===== src/rtl/split4wsign_if.sv =====
// Request/result bundle for split4wsign: target/base request handshake plus
// the base and three sign-magnitude contributions on the result side.
interface split4wsign_if;
  logic        in_valid;
  logic        in_ready;
  logic [15:0] target;
  logic [15:0] base;
  logic        out_valid;
  logic        out_ready;
  logic [15:0] c0;
  logic [15:0] c1;
  logic [15:0] c2;
  logic [15:0] c3;
  logic        c1_sgn;
  logic        c2_sgn;
  logic        c3_sgn;
  logic        exact;

  modport master (
    output in_valid, target, base, out_ready,
    input  in_ready, out_valid, c0, c1, c2, c3, c1_sgn, c2_sgn, c3_sgn, exact
  );

  modport slave (
    input  in_valid, target, base, out_ready,
    output in_ready, out_valid, c0, c1, c2, c3, c1_sgn, c2_sgn, c3_sgn, exact
  );
endinterface


===== src/rtl/split4wsign.sv =====
// Splits a 16-bit PWM target into base + three rounded sign-magnitude
// contributions (coarse/medium/fine), one rounding step per cycle.
module split4wsign #(
  parameter int S1 = 12,
  parameter int S2 = 6,
  parameter int S3 = 0
) (
  input logic         clk,
  input logic         rst_n,
  split4wsign_if.slave bus
);
  localparam logic [4:0] SH1 = 5'(S1);
  localparam logic [4:0] SH2 = 5'(S2);
  localparam logic [4:0] SH3 = 5'(S3);

  typedef enum logic [2:0] {IDLE, STEP1, STEP2, STEP3, DONE} state_t;

  state_t             state_reg, state_next;
  logic signed [17:0] r_reg, r_next;
  logic [15:0]        c0_reg;
  logic [15:0]        mag_reg [3];
  logic [2:0]         sgn_reg;
  logic               exact_reg;
  logic               in_ready_reg;
  logic               out_valid_reg;

  logic [4:0]  shift;
  logic        step_en;
  logic [1:0]  step_idx;
  logic [15:0] diff;
  logic [17:0] mag;
  logic [17:0] half;
  logic [17:0] mask;
  logic [17:0] q;

  // Per-step quantisation shift and which contribution register is written.
  always_comb begin
    shift    = '0;
    step_en  = 1'b0;
    step_idx = 2'd0;
    case (state_reg)
      STEP1: begin shift = SH1; step_en = 1'b1; step_idx = 2'd0; end
      STEP2: begin shift = SH2; step_en = 1'b1; step_idx = 2'd1; end
      STEP3: begin shift = SH3; step_en = 1'b1; step_idx = 2'd2; end
      default: ;
    endcase
  end

  // Round |r| to nearest multiple of 2^shift, ties away from zero.
  assign diff = bus.target - bus.base;
  assign mag  = r_reg[17] ? 18'(-r_reg) : 18'(r_reg);
  assign half = (shift == 5'd0) ? 18'd0 : (18'd1 << (shift - 5'd1));
  assign mask = ~((18'd1 << shift) - 18'd1);
  assign q    = (mag + half) & mask;

  always_comb begin
    state_next = state_reg;
    r_next     = r_reg;
    case (state_reg)
      IDLE: begin
        if (bus.in_valid) begin
          state_next = STEP1;
          r_next     = {{2{diff[15]}}, diff};
        end
      end
      STEP1: state_next = STEP2;
      STEP2: state_next = STEP3;
      STEP3: state_next = DONE;
      DONE: begin
        if (bus.out_ready) state_next = IDLE;
      end
      default: state_next = IDLE;
    endcase
    if (step_en) begin
      r_next = r_reg[17] ? (r_reg + $signed(q)) : (r_reg - $signed(q));
    end
  end

  always_ff @(posedge clk or negedge rst_n) begin
    if (!rst_n) begin
      state_reg     <= IDLE;
      r_reg         <= '0;
      c0_reg        <= '0;
      exact_reg     <= 1'b0;
      in_ready_reg  <= 1'b1;
      out_valid_reg <= 1'b0;
    end else begin
      state_reg     <= state_next;
      r_reg         <= r_next;
      in_ready_reg  <= (state_next == IDLE);
      out_valid_reg <= (state_next == DONE);
      if (state_reg == IDLE && bus.in_valid) c0_reg <= bus.base;
      if (state_reg == STEP3) exact_reg <= (r_next == 18'sd0);
    end
  end

  // Each contribution is only rewritten in its own step, so results hold
  // after the handshake until the next transaction overwrites them.
  for (genvar gi = 0; gi < 3; gi++) begin : g_contrib
    always_ff @(posedge clk or negedge rst_n) begin
      if (!rst_n) begin
        mag_reg[gi] <= '0;
        sgn_reg[gi] <= 1'b0;
      end else if (step_en && step_idx == 2'(gi)) begin
        mag_reg[gi] <= q[15:0];
        sgn_reg[gi] <= r_reg[17] && (q != 18'd0);
      end
    end
  end

  assign bus.in_ready  = in_ready_reg;
  assign bus.out_valid = out_valid_reg;
  assign bus.c0        = c0_reg;
  assign bus.c1        = mag_reg[0];
  assign bus.c2        = mag_reg[1];
  assign bus.c3        = mag_reg[2];
  assign bus.c1_sgn    = sgn_reg[0];
  assign bus.c2_sgn    = sgn_reg[1];
  assign bus.c3_sgn    = sgn_reg[2];
  assign bus.exact     = exact_reg;
endmodule


===== src/flat_wrapper.sv =====
// flat-port wrapper written by rule: the top's interface ports become plain ports
module split4wsign_flat 
#(
  parameter int S1 = 12,
  parameter int S2 = 6,
  parameter int S3 = 0
)
  (clk, rst_n, bus_in_valid, bus_target, bus_base, bus_out_ready, bus_in_ready, bus_out_valid, bus_c0, bus_c1, bus_c2, bus_c3, bus_c1_sgn, bus_c2_sgn, bus_c3_sgn, bus_exact);
  split4wsign_if bus_i ();
  input logic clk;
  input logic rst_n;
  input wire logic [$bits(bus_i.in_valid)-1:0] bus_in_valid;
  input wire logic [$bits(bus_i.target)-1:0] bus_target;
  input wire logic [$bits(bus_i.base)-1:0] bus_base;
  input wire logic [$bits(bus_i.out_ready)-1:0] bus_out_ready;
  output wire logic [$bits(bus_i.in_ready)-1:0] bus_in_ready;
  output wire logic [$bits(bus_i.out_valid)-1:0] bus_out_valid;
  output wire logic [$bits(bus_i.c0)-1:0] bus_c0;
  output wire logic [$bits(bus_i.c1)-1:0] bus_c1;
  output wire logic [$bits(bus_i.c2)-1:0] bus_c2;
  output wire logic [$bits(bus_i.c3)-1:0] bus_c3;
  output wire logic [$bits(bus_i.c1_sgn)-1:0] bus_c1_sgn;
  output wire logic [$bits(bus_i.c2_sgn)-1:0] bus_c2_sgn;
  output wire logic [$bits(bus_i.c3_sgn)-1:0] bus_c3_sgn;
  output wire logic [$bits(bus_i.exact)-1:0] bus_exact;
  assign bus_i.in_valid = bus_in_valid;
  assign bus_i.target = bus_target;
  assign bus_i.base = bus_base;
  assign bus_i.out_ready = bus_out_ready;
  assign bus_in_ready = bus_i.in_ready;
  assign bus_out_valid = bus_i.out_valid;
  assign bus_c0 = bus_i.c0;
  assign bus_c1 = bus_i.c1;
  assign bus_c2 = bus_i.c2;
  assign bus_c3 = bus_i.c3;
  assign bus_c1_sgn = bus_i.c1_sgn;
  assign bus_c2_sgn = bus_i.c2_sgn;
  assign bus_c3_sgn = bus_i.c3_sgn;
  assign bus_exact = bus_i.exact;
  split4wsign #(.S1(S1), .S2(S2), .S3(S3)) u_core (.clk(clk), .rst_n(rst_n), .bus(bus_i));
endmodule

===== config.mk =====
export PLATFORM = sky130hd
export DESIGN_NAME = split4wsign_flat
export DESIGN_NICKNAME = d
export VERILOG_FILES = /design/src/rtl/split4wsign_if.sv /design/src/rtl/split4wsign.sv /design/src/flat_wrapper.sv
export SDC_FILE = /design/constraint.sdc
export NUM_CORES = 1
export LEC_CHECK = 0
export ABC_CLOCK_PERIOD_IN_PS = 5700
export BUFFER_PORTS_ARGS = -buffer_cell sky130_fd_sc_hd__clkbuf_2
export CORE_ASPECT_RATIO = 0.6
export CORE_MARGIN = 2
export CORE_UTILIZATION = 52
export DETAILED_ROUTE_END_ITERATION = 7
export PLACE_DENSITY_LB_ADDON = 0.12
export SYNTH_ARGS = -nofsm -noshare
export SYNTH_HDL_FRONTEND = slang
export SYNTH_SLANG_ARGS = --single-unit

===== constraint.sdc =====
create_clock -name clk -period 5.7 [get_ports clk]
set_clock_uncertainty 0.05 [all_clocks]
set_input_delay 0.855 -clock clk [delete_from_list [all_inputs] [get_ports clk]]
set_output_delay 0.855 -clock clk [all_outputs]
set_load 0.02 [all_outputs]

# --- Yosys cells after proc, flatten, opt, wreduce, memory -nomap -nowiden ---
# Cells that the tools add are included.
# Widths: inputs -> output; s select.
word_totals:
  wordCells: 54
  latch_bits: 0
  memories: 0
  inputBits: 36
  ram_bits: 0
  ff_bits: 91
  rom_bits: 0
op_classes:
  eq_ne: 7
  div: 0
  addsub: 7
  bitwise: 2
  multipliers: 0
  muxes: 12
  shifts: 2
  reduce_logical: 12
  magnitude_cmp: 0
op_table:
  columns: ["op", "count"]
  rows:
  - ["$mux 18", 6]
  - ["$add 18x18->18", 2]
  - ["$and 18x18->18", 1]
  - ["$logic_not 18->1", 1]
  - ["$neg 18->18", 1]
  - ["$not 18->18", 1]
  - ["$reduce_bool 18->1", 1]
  - ["$shl 1x4->18 const A", 1]
  - ["$shl 1x5->18 const A", 1]
  - ["$sub 18x1->18 const B", 1]
  - ["$sub 18x18->18", 1]
  - ["$sub 16x16->16", 1]
  - ["$pmux 3 s5", 1]
  - ["$pmux 4 s2", 1]
  - ["$eq 3x2->1 const B", 2]
  - ["$eq 3x3->1 const B", 2]
  - ["$logic_not 3->1", 2]
  - ["$mux 3", 2]
  - ["$logic_and 1x1->1", 5]
  - ["$logic_not 5->1", 1]
  - ["$sub 4x1->5 const B", 1]
  - ["$pmux 2 s2", 1]
  - ["$eq 3x1->1 const B", 1]
  - ["$reduce_or 3->1", 1]
  - ["4 further kinds", 4]

# --- Longest topological paths before layout ---
logic_depth:
  ltp_word: 11
  depth_mapped: 29

# --- Worst setup path after synthesis ---
# OpenSTA, ideal clock, no wires.
synth_path:
  path_type: "flip-flop to flip-flop"
  from: "register u_core.r_reg[3]"
  to: "register u_core.exact_reg, in the netlist u_core.bus.exact"
  required_time_ps: 5558
  synth_period_minus_slack_ps: 5811
  path_stages_with_launch: 29
  setup_slack_ps: -111
  n_path_buf: 2
  t_arrival_ps: 5669
  setup_time_ps: 92
  path_cell_list: "dfrtp_1 > buf_2 > or3_1 > nor4_1 > inv_1 > o21ai_0 > xnor2_1 > ha_1 > clkbuf_1 > nand2_1 > o311ai_0 > a2bb2oi_2 > and2_1 > a21oi_1 > xnor2_1 > nand2_1 > a41oi_1 > o32ai_1 > ha_1 > nand2_1 > nor3_1 > a32oi_1 > a311oi_1 > xnor2_1 > o21ai_0 > or4_1 > nor4_1 > nand4bb_1 > o31ai_2"
synth_via:
  elab_chain_len: 8
synth_rtl:
  columns: ["item", "line_no", "source"]
  rows:
  - ["from (decl)", "split4wsign.sv:19", "logic signed [17:0] r_reg, r_next;"]
  - ["from (signal assigned)", "split4wsign.sv:89", "r_reg <= r_next;"]
  - ["$neg 18->18", "split4wsign.sv:51", "assign mag = r_reg[17] ? 18'(-r_reg) : 18'(r_reg);"]
  - ["$mux 18", "split4wsign.sv:51", null]
  - ["$add 18x18->18", "split4wsign.sv:54", "assign q = (mag + half) & mask;"]
  - ["$and 18x18->18", "split4wsign.sv:54", null]
  - ["$sub 18x18->18 / $add 18x18->18 (equally long branches)", "split4wsign.sv:75", "r_next = r_reg[17] ? (r_reg + $signed(q)) : (r_reg - $signed(q));"]
  - ["$mux 18", "split4wsign.sv:75", null]
  - ["$mux 18 *", "split4wsign.sv:74", "if (step_en) begin"]
  - ["$logic_not 18->1 *", "split4wsign.sv:93", "if (state_reg == STEP3) exact_reg <= (r_next == 18'sd0);"]
  - ["to (signal assigned)", "split4wsign.sv:93", null]
  - ["to (decl)", "split4wsign.sv:23", "logic exact_reg;"]
# Mark *: on every way between the ends. The rest lies on a longest branch, timed or not.
# A chain may end at the register's enable or synchronous reset.

# --- Worst setup path after layout ---
layout_path:
  from: "register u_core.r_reg[4]"
  to: "register u_core.exact_reg, in the netlist u_core.bus.exact"
# The elaborated chain is that of the path after synthesis.

==> run_results.csv <==
group,metric,value,unit
status,outcome,"completed",
timing,slew_headroom,0.222,
final_layout,largest_reg_flops,18,
cts,clockRootBuffer,"clkbuf_16",
final_layout,layout.cells.non_filler,1103,
synthesis,seq_area_frac_synth,0.339,
die,core.rowCount,32,
critical_path,required,5900,ps
timing,slew_viol_final,0,
synthesis,yosysWarnings,0,
synthesis,avgSynthCellArea,8.53,sq um
worst_hold_path,min_path_type,"in -> async",
die,dieArea,13900,sq um
critical_path,critical-path-top-delay-family,"simple AND/OR/NAND/NOR gates",
timing,finalCriticalPeriod,5690,ps
final_layout,post-route-util,0.655,
final_layout,area_growth_syn_to_layout,24.2,%
cts,clk_pin_slew,60,ps
critical_path,regToRegStartpoint,"u_core.r_reg[4]",
synthesis,ys_seq_elements,91,
critical_path,start_kind,"flop",
synthesis,yosys-top-cells-area,"dfrtp_1, ha_1, xnor2_1, o21ai_0, nand2_1",
critical_path,cp-startpoint,"u_core.r_reg[4]",
place,dpl.hpwl,14.1,mm
synthesis,synthFlopType,"dfrtp_1",
detailed_routing,wl,19.3,mm
detailed_routing,route.detailed.drc,0,
timing,hold_violations,0,
die,start_util,0.528,
detailed_routing,routed_via_density,5.94,
global_route,globalRouteTotalUtil,0.275,
detailed_routing,drtAntennaViolNets,0,
synthesis,syn_inst,788,
timing,rsz0062_at_grt,"true",
timing,setup_viol,0,
die,core_area,12700,sq um
cts,clk_path_buf_depth,2,
job,cap_violations,0,
critical_path,critPathMaxFanout,4,
final_layout,n_antenna_cell,0,
cts,htreeDepth,3,
timing,tightest_slew,1170,ps
global_route,antenna_found_initial,0,
detailed_routing,avgRoutedWirePerCell,17.5,microns
critical_path,crit_buf_inv,3,
detailed_routing,drt_pass1_iterations,5,
cts,cts_tree,"done",
timing,fmax,0.176,GHz
place,numPortBuffers,105,
global_route,overflow,0,
final_layout,nNetsFinal,1011,
cts,cts.sink_count,91,
detailed_routing,first_iter_violations,668,
die,io_pins,106,
place,place_congestion,0.955,
cts,cts-buffers-inserted,9,
detailed_routing,vias,6547,
critical_path,crit_slowest_cell,"or4_4",
die,die-height,92.1,microns
critical_path,cp.arrival,5900,ps
synthesis,syn_area,6720,sq um
global_route,grt_pass1_wl,30.3,mm
critical_path,end_kind,"flop",
synthesis,synth_edf_count,0,
critical_path,r2r_slack,7,ps
critical_path,max_stage_delay,560,ps
synthesis,synth-async-reset-ratio,1.00,
synthesis,synth_largest_area_cell,"dfrtp_1",
final_layout,drive_gt1_frac,0.270,
place,dp_cells,1075,
synthesis,synth.distinct_cells,73,
die,die_w,151,microns
global_route,grt_pass1_vias,6063,
critical_path,crit_type,"reg -> reg",
global_route,grt_max_degree,90,
synthesis,synthDominantCellAreaShare,0.335,
timing,fin_crit_sh,0.999,
final_layout,fillCellCount,1070,
cts,clock_latency,350,ps
==> worst reg2reg max path, cell delays in order, from the launching register on <==
cell and delay [ps]:
dfrtp_1 380, or3_4 410, nor4_4 210, inv_2 80, o21ai_2 140, xnor2_1 140
ha_1 220, nand2_2 130, o32ai_4 270, a2bb2oi_4 240, buf_4 140, buf_4 120
a31oi_2 130, o21bai_1 330, nand2_1 110, xor2_1 300, xnor2_2 160, ha_2 260
nor2_1 70, a311oi_2 310, xnor2_1 170, o21ai_1 110, or4_4 560, nor4_4 230
nand4bb_1 140, o31ai_2 190
==> cells in the final DEF (no fill, tap or decap), types with 7 or more instances in the layout <==
master,Yosys,layout
o21ai_0,80,72
nand2b_1,8,8
clkbuf_16,0,9
a31oi_1,8,7
a21oi_1,46,39
xor2_1,14,14
o21a_1,11,11
xnor2_1,46,43
nor2_1,35,34
dfrtp_1,90,88
a211o_1,7,7
a21oi_2,1,7
a21o_1,10,10
o21ai_1,8,12
nand2_1,104,101
nand3_1,14,14
nor3_1,15,11
o211ai_1,9,9
or3_1,9,8
ha_1,44,38
a211oi_1,10,7
and2_1,28,25
clkbuf_2,0,104
buf_4,0,60
inv_1,34,33
==> synth_stat cells, types with 10 or more instances <==
cell type,number
inv_1,34
a21o_1,10
xnor2_1,46
o21a_1,11
nor2_1,35
a21oi_1,46
nand3_1,14
nand2_1,104
dfrtp_1,90
clkbuf_1,27
xor2_1,14
o21ai_0,80
ha_1,44
and2_1,28
nor3_1,15
a211oi_1,10
==> metal layers <==
layer,up-vias,GRT usage,wire [microns]
met4,0,0.0623,172
li1,3106,-,-
met3,19,0.0692,1540
met2,254,0.408,8540
met5,-,0,0
met1,3168,0.404,9050
==> cells by family (layout without fill, tap and decap cells) <==
group           count (synthesis)  count (layout)  synth area share
xor+xnor                       61              61            0.0806
fa+ha+maj                      46              46            0.0879
simple gates                  268             268             0.203
flops                          91              91             0.339
other cells                     1               6          0.000558
mux                             4               4           0.00633
compound gates                243             243             0.236
buf+inv                        74             214            0.0467
==> path summary, 6_finish.rpt <==
| kind | to | cells past startpoint |
|---|---|---|
| setup / recovery | u_core.bus.exact | 25 |
| hold / removal | u_core.bus.c0[15] | 1 |
| setup reg to reg | u_core.bus.exact | 25 |
| hold reg to reg | u_core.bus.c0[8] | 2 |
| max in group asynchronous | u_core.r_reg[1] | 2 |
| min in group clk | u_core.bus.c0[8] | 2 |
==> metrics by stage <==
step           area [sq um]  TNS, ps  setup WS [ps]  hold WS, ps
6_report               8340        0           7.12          236
5_1_grt                8340     -144           -144          228
4_1_cts                8070        0           2.22          228
3_5_place_dp           7650     -439           -405          418
3_3_place_gp           7650        0           50.9          411
2_1_floorplan          6740        0           12.2          502
==> final cells by class <==
cell class | instances | area (sq um) | area share
clock buffer | 9 | 225 | 0.0270
tap | 170 | 213 | 0.0255
clock inverter | 6 | 43.8 | 0.00525
sequential | 91 | 2280 | 0.273
timing repair buffer | 164 | 971 | 0.116
inverter | 35 | 131 | 0.0157
multi-input combinational | 628 | 4480 | 0.537
==> repair_timing <==
action / 4_1_cts / 5_1_grt
buffers inserted: 7 / 6
gates resized for setup: 25 / 48
pin swaps: 18 / 25
hold endpoints to repair: 0 / 0
gates cloned: 0 / 0
hold buffers: 0 / 0
setup endpoints to repair: 2 / 2
Power is not shown: default switching activity piles up to over one toggle a cycle in this logic, so the estimate is an artifact.
